[src/rtl/bsg_manycore_store_ack_tracker.sv]
// Per-tile store-ack endpoint: queues acks for accepted remote stores and counts this tile's outstanding stores.
// Ack latency 1 cycle from enqueue to ret_v_o; req_in_ready_o drops when the ack FIFO is full.

module bsg_manycore_store_ack_fifo #(
  parameter int width_p = 15,
  parameter int els_p   = 2
) (
  input  logic               clk_i,
  input  logic               reset_i,
  input  logic               enq,
  input  logic [width_p-1:0] enq_data,
  input  logic               deq,
  output logic               full,
  output logic               empty,
  output logic [width_p-1:0] head
);
  localparam int pw = (els_p > 1) ? $clog2(els_p) : 1;
  localparam logic [pw-1:0] last_ptr = pw'(els_p - 1);

  logic [width_p-1:0] mem [els_p];
  logic [pw-1:0]      wptr, rptr;
  logic               last_enq;
  logic               do_enq, do_deq;

  function automatic logic [pw-1:0] bump(input logic [pw-1:0] p);
    return (p == last_ptr) ? '0 : p + pw'(1);
  endfunction

  // Equal pointers mean full if the last occupancy change was an enqueue.
  assign full   = (wptr == rptr) & last_enq;
  assign empty  = (wptr == rptr) & ~last_enq;
  assign do_enq = enq & ~full;
  assign do_deq = deq & ~empty;
  assign head   = mem[rptr];

  always_ff @(posedge clk_i or negedge reset_i) begin
    if (!reset_i) begin
      wptr     <= '0;
      rptr     <= '0;
      last_enq <= 1'b0;
      for (int i = 0; i < els_p; i++) mem[i] <= '0;
    end else begin
      if (do_enq) begin
        mem[wptr] <= enq_data;
        wptr      <= bump(wptr);
      end
      if (do_deq) rptr <= bump(rptr);
      if (do_enq != do_deq) last_enq <= do_enq;
    end
  end
endmodule

module bsg_manycore_store_ack_tracker #(
  parameter int x_cord_width_p = 5,
  parameter int y_cord_width_p = 5,
  parameter int ack_fifo_els_p = 2,
  parameter int max_out_p      = 16,
  localparam int ret_w = x_cord_width_p + y_cord_width_p + 5,
  localparam int cw    = $clog2(max_out_p + 1)
) (
  input  logic                      clk_i,
  input  logic                      reset_i,
  input  logic                      req_in_v_i,
  input  logic                      req_in_store_i,
  input  logic [x_cord_width_p-1:0] req_in_src_x_i,
  input  logic [y_cord_width_p-1:0] req_in_src_y_i,
  output logic                      req_in_ready_o,
  input  logic                      req_out_fire_i,
  input  logic                      req_out_store_i,
  output logic                      ret_v_o,
  output logic [ret_w-1:0]          ret_data_o,
  input  logic                      ret_ready_i,
  input  logic                      ret_v_i,
  input  logic [ret_w-1:0]          ret_data_i,
  output logic                      ret_ready_o,
  output logic                      credit_avail_o,
  output logic [cw-1:0]             outstanding_o,
  output logic                      stores_done_o,
  output logic                      underflow_o
);
  localparam int ack_bit = x_cord_width_p + y_cord_width_p;
  localparam logic [cw-1:0] max_c = cw'(max_out_p);

  logic            up_r;
  logic            fifo_full, fifo_empty;
  logic            enq, deq;
  logic [ret_w-1:0] enq_data;
  logic [cw-1:0]   count_r;
  logic            underflow_r;
  logic            inc, dec;
  logic            unused_ret_bits;

  // Ready outputs stay low until the first clock edge after reset release.
  always_ff @(posedge clk_i or negedge reset_i) begin
    if (!reset_i) up_r <= 1'b0;
    else          up_r <= 1'b1;
  end

  assign req_in_ready_o = up_r & ~fifo_full;
  assign ret_ready_o    = up_r;

  assign enq      = req_in_v_i & req_in_ready_o & req_in_store_i;
  assign enq_data = {5'b00001, req_in_src_y_i, req_in_src_x_i};
  assign ret_v_o  = ~fifo_empty;
  assign deq      = ret_v_o & ret_ready_i;

  bsg_manycore_store_ack_fifo #(
    .width_p (ret_w),
    .els_p   (ack_fifo_els_p)
  ) ack_fifo (
    .clk_i    (clk_i),
    .reset_i  (reset_i),
    .enq      (enq),
    .enq_data (enq_data),
    .deq      (deq),
    .full     (fifo_full),
    .empty    (fifo_empty),
    .head     (ret_data_o)
  );

  assign inc = req_out_fire_i & req_out_store_i;
  assign dec = ret_v_i & ret_ready_o & ret_data_i[ack_bit];

  always_ff @(posedge clk_i or negedge reset_i) begin
    if (!reset_i) begin
      count_r     <= '0;
      underflow_r <= 1'b0;
    end else if (inc & ~dec) begin
      if (count_r != max_c) count_r <= count_r + cw'(1);
    end else if (dec & ~inc) begin
      // An ack with nothing outstanding is recorded, never wrapped.
      if (count_r == '0) underflow_r <= 1'b1;
      else               count_r     <= count_r - cw'(1);
    end
  end

  assign outstanding_o  = count_r;
  assign credit_avail_o = (count_r < max_c);
  assign stores_done_o  = (count_r == '0);
  assign underflow_o    = underflow_r;

  assign unused_ret_bits = ^{ret_data_i[ret_w-1:ack_bit+1], ret_data_i[ack_bit-1:0]};
endmodule
[config.mk]
export PLATFORM = sky130hd
export DESIGN_NAME = bsg_manycore_store_ack_tracker
export DESIGN_NICKNAME = d
export VERILOG_FILES = /design/src/rtl/bsg_manycore_store_ack_tracker.sv
export SDC_FILE = /design/constraint.sdc
export NUM_CORES = 1
export LEC_CHECK = 0
export CELL_PAD_IN_SITES_DETAIL_PLACEMENT = 1
export CELL_PAD_IN_SITES_GLOBAL_PLACEMENT = 1
export CORE_MARGIN = 2
export CORE_UTILIZATION = 30
export CTS_BUF_LIST = sky130_fd_sc_hd__clkbuf_8
export DETAILED_ROUTE_END_ITERATION = 10
export PLACE_DENSITY_LB_ADDON = 0.1
export SYNTH_ARGS = -nofsm -noshare
export SYNTH_HDL_FRONTEND = slang
export SYNTH_SLANG_ARGS = --single-unit
[constraint.sdc]
create_clock -name clk_i -period 5.4 [get_ports clk_i]
set_input_delay 0.81 -clock clk_i [delete_from_list [all_inputs] [get_ports clk_i]]
set_output_delay 0.81 -clock clk_i [all_outputs]
set_load 0.03 [all_outputs]
==> flow_metrics.tcl <==
set metrics [dict create \
    ys.flop_type "dfrtp_1" \
    firstDrtPassIters 4 \
    drive_above_1_share 0.261 \
    start_kind "primary input" \
    finalCritPeriodShare 0.578 \
    initial_core_util 0.315 \
    whs_path_depth 1 \
    stdcell_count 246 \
    cts_tree "built" \
    outcome "finished, final reports clean" \
    port_buffers 40 \
    grt_pass1_wl_um 6480 \
    switching_share 0.398 \
    gp_congestion 0.854 \
    syn_inst 132 \
    path_class "primary input to flip-flop" \
    hold_violations 0 \
    rsz0062_at_grt "no" \
    p_leak_nw 0.914 \
    synth-edff-count 0 \
    design.core.area_mm2 0.00520 \
    clkLatencyLatePin_ns 0.28 \
    areaGrowthSynthToFinish_pct 34.4 \
    r2r_slack_ns 2.83 \
    std_cell_rows 26 \
    die-area_mm2 0.00608 \
    async_flop_share 1.00 \
    critPathRequiredTime_ns 5.55 \
    stdcell_area_mm2 0.00220 \
    seqPwrFrac 0.328 \
    ys_warn_count 0 \
    numCtsBuffers 5 \
    critPathLaunch "ret_data_i[10]" \
    die_h_um 77.9 \
    worst_pin_slew_ns 0.968 \
    ys_ff_latch 32 \
    dp_hpwl_um 2820 \
    finalMaxSlewViolations 0 \
    wire_per_inst_um 15.3 \
    cts_resized 0 \
    rr_endpoint "outstanding_o[4]" \
    powerDensity_mw_per_mm2 631 \
    fin_tns_setup_ns 0 \
    fmax_mhz 320 \
    holdBufCountCts 0 \
    syn_avg_cell_area_um2 12.4 \
    p_int_mw 0.838 \
    setup_viol 0 \
    grt_usage 0.138 \
    synth_cell_types 38 \
    grt_max_degree 33 \
    ys_seq_area_frac 0.488 \
    clockBufferDepth 2 \
    wirelength_um 3770 \
    die_w_um 77.9 \
    antenna_found_initial 0 \
    finalCriticalPeriod_ns 3.12 \
    p_switching_mw 0.554 \
    combPwrFrac 0.514 \
    clkPwrFrac 0.158 \
    clkSlewWorstSetupHoldPaths_ns 0.06 \
    end_kind "flip-flop" \
    timing.slew.headroom 0.351 \
    via_count 1179 \
    cp_max_fo 6 \
    drtAntennaViolNets 0 \
    drc 0 \
    cts_setup_buffers 0 \
    cp.arrival_ns 3.28 \
    max-cap-violations 0 \
    dp.cells 238 \
    hold_class "flip-flop to flip-flop" \
    grt-ovfl-total 0 \
    r2r_start "ret_ready_o" \
    whs_endpoint "underflow_o" \
    cts_max_level 2 \
    setup_slack_ns 2.28 \
    cts_sinks 32 \
    layout.nets 212 \
    diodes 0 \
    clockRootBuffer "clkbuf_8" \
    ir_drop_mv 0.273 \
    drt_iter0_markers 33 \
    place_ws_ns 1.98 \
    grt_pass1_vias 1312 \
    clock_skew_ns 0.00222 \
    syn-cell-area_mm2 0.00164 \
    reg2reg_depth 8 \
    avgViaCountPerCell 4.79 \
    ios 59 \
    hp-start "underflow_o" \
    placed_area_mm2 0.00210 \
]
-- sequential cells by signal (all words and copies together) (netlist names) --
register           count
outstanding_o          5
ret_ready_o            1
ack_fifo.wptr          1
underflow_o            1
ack_fifo.rptr          1
ack_fifo.mem          22
ack_fifo.last_enq      1
-- worst max-delay path by stage --
stage / to / slack, ns
global route: outstanding_o[4] / 2.13
finish: outstanding_o[4] / 2.28
detailed placement: outstanding_o[4] / 1.98
global placement: outstanding_o[4] / 2.06
CTS: outstanding_o[4] / 2.29
floorplan: outstanding_o[4] / 2.76
-- per-stage QoR --
step                      utilization  power [mW]  hold slack (ns)
after floorplan                     -       0.910            0.428
after global placement          0.403        1.15            0.446
after detailed placement        0.403        1.18            0.457
after CTS                       0.424        1.42            0.473
after global routing            0.424        1.49            0.503
final                           0.424        1.39            0.464
-- worst max-delay path: stages --
cell             delay (ns)
clkdlybuf4s50_1        0.42
and3_1                 0.24
nor2_1                 0.32
inv_1                  0.23
fa_1                   0.44
a21o_1                 0.20
a21oi_1                0.28
mux2i_1                0.24
a22oi_1                0.10
-- cells by family (layout without fill, tap and decap cells) --
group                      Yosys count  after routing  synth area share
muxes                               32             32             0.219
DFF                                 32             32             0.488
AOI/OAI and AO/OA                   25             25             0.108
and+or+nand+nor                     21             21            0.0839
buffers and inverters               12             53            0.0397
adders and majority gates            4              4            0.0351
xor gates and xnor gates             4              4            0.0214
other                                2              5           0.00458
-- layout make-up --
class | count | area [µm²]
Clock buffer | 5 | 68.8
Clock inverter | 3 | 38.8
Fill cell | 569 | 3000
Inverter | 4 | 15.0
Multi-Input combinational cell | 91 | 786
Sequential cell | 32 | 801
Tap cell | 70 | 87.6
Timing Repair Buffer | 41 | 408
-- power groups by stage --
stage	registers, mW	logic [mW]	clock network, mW
floorplan	0.459	0.452	0
global placement	0.451	0.702	0
detailed placement	0.462	0.723	0
CTS	0.458	0.726	0.231
global route	0.476	0.767	0.244
finish	0.456	0.716	0.220
-- routing by layer --
metal | wire [µm] | vias up | part of all wire | global-route usage
li1 | - | 550 | - | -
met1 | 1570 | 592 | 0.42 | 0.160
met2 | 1950 | 33 | 0.52 | 0.234
met3 | 192 | 4 | 0.051 | 0.0500
met4 | 57 | 0 | 0.015 | 0.0526
met5 | 0 | - | 0 | 0
-- cell usage after synthesis, types with 2 or more instances --
cell | number | share of area
dfrtp_1 | 32 | 0.49
mux2_2 | 31 | 0.21
a21oi_1 | 6 | 0.018
buf_2 | 4 | 0.012
buf_4 | 4 | 0.018
inv_1 | 4 | 0.0092
nand2_1 | 4 | 0.0092
nand3_1 | 4 | 0.012
xnor2_1 | 4 | 0.021
ha_1 | 3 | 0.023
o21ai_0 | 3 | 0.0092
a21o_1 | 2 | 0.0092
and3_1 | 2 | 0.0076
conb_1 | 2 | 0.0046
nand2b_1 | 2 | 0.0076
nor2_1 | 2 | 0.0046
o211a_1 | 2 | 0.012
-- layout by cell type, fill, tap and decap left out, types with 2 or more instances in the layout --
master	netlist	layout
inv_1	4	5
nor2_1	2	2
nand2_1	4	4
clkbuf_8	0	5
a21oi_1	6	6
mux2_2	31	31
clkdlybuf4s50_1	0	40
conb_1	2	5
and3_1	2	2
a21o_1	2	2
ha_1	3	3
o211a_1	2	2
nand2b_1	2	2
nand3_1	4	4
xnor2_1	4	4
dfrtp_1	32	32
o21ai_0	3	3
Power figures use the tool's default switching activity.
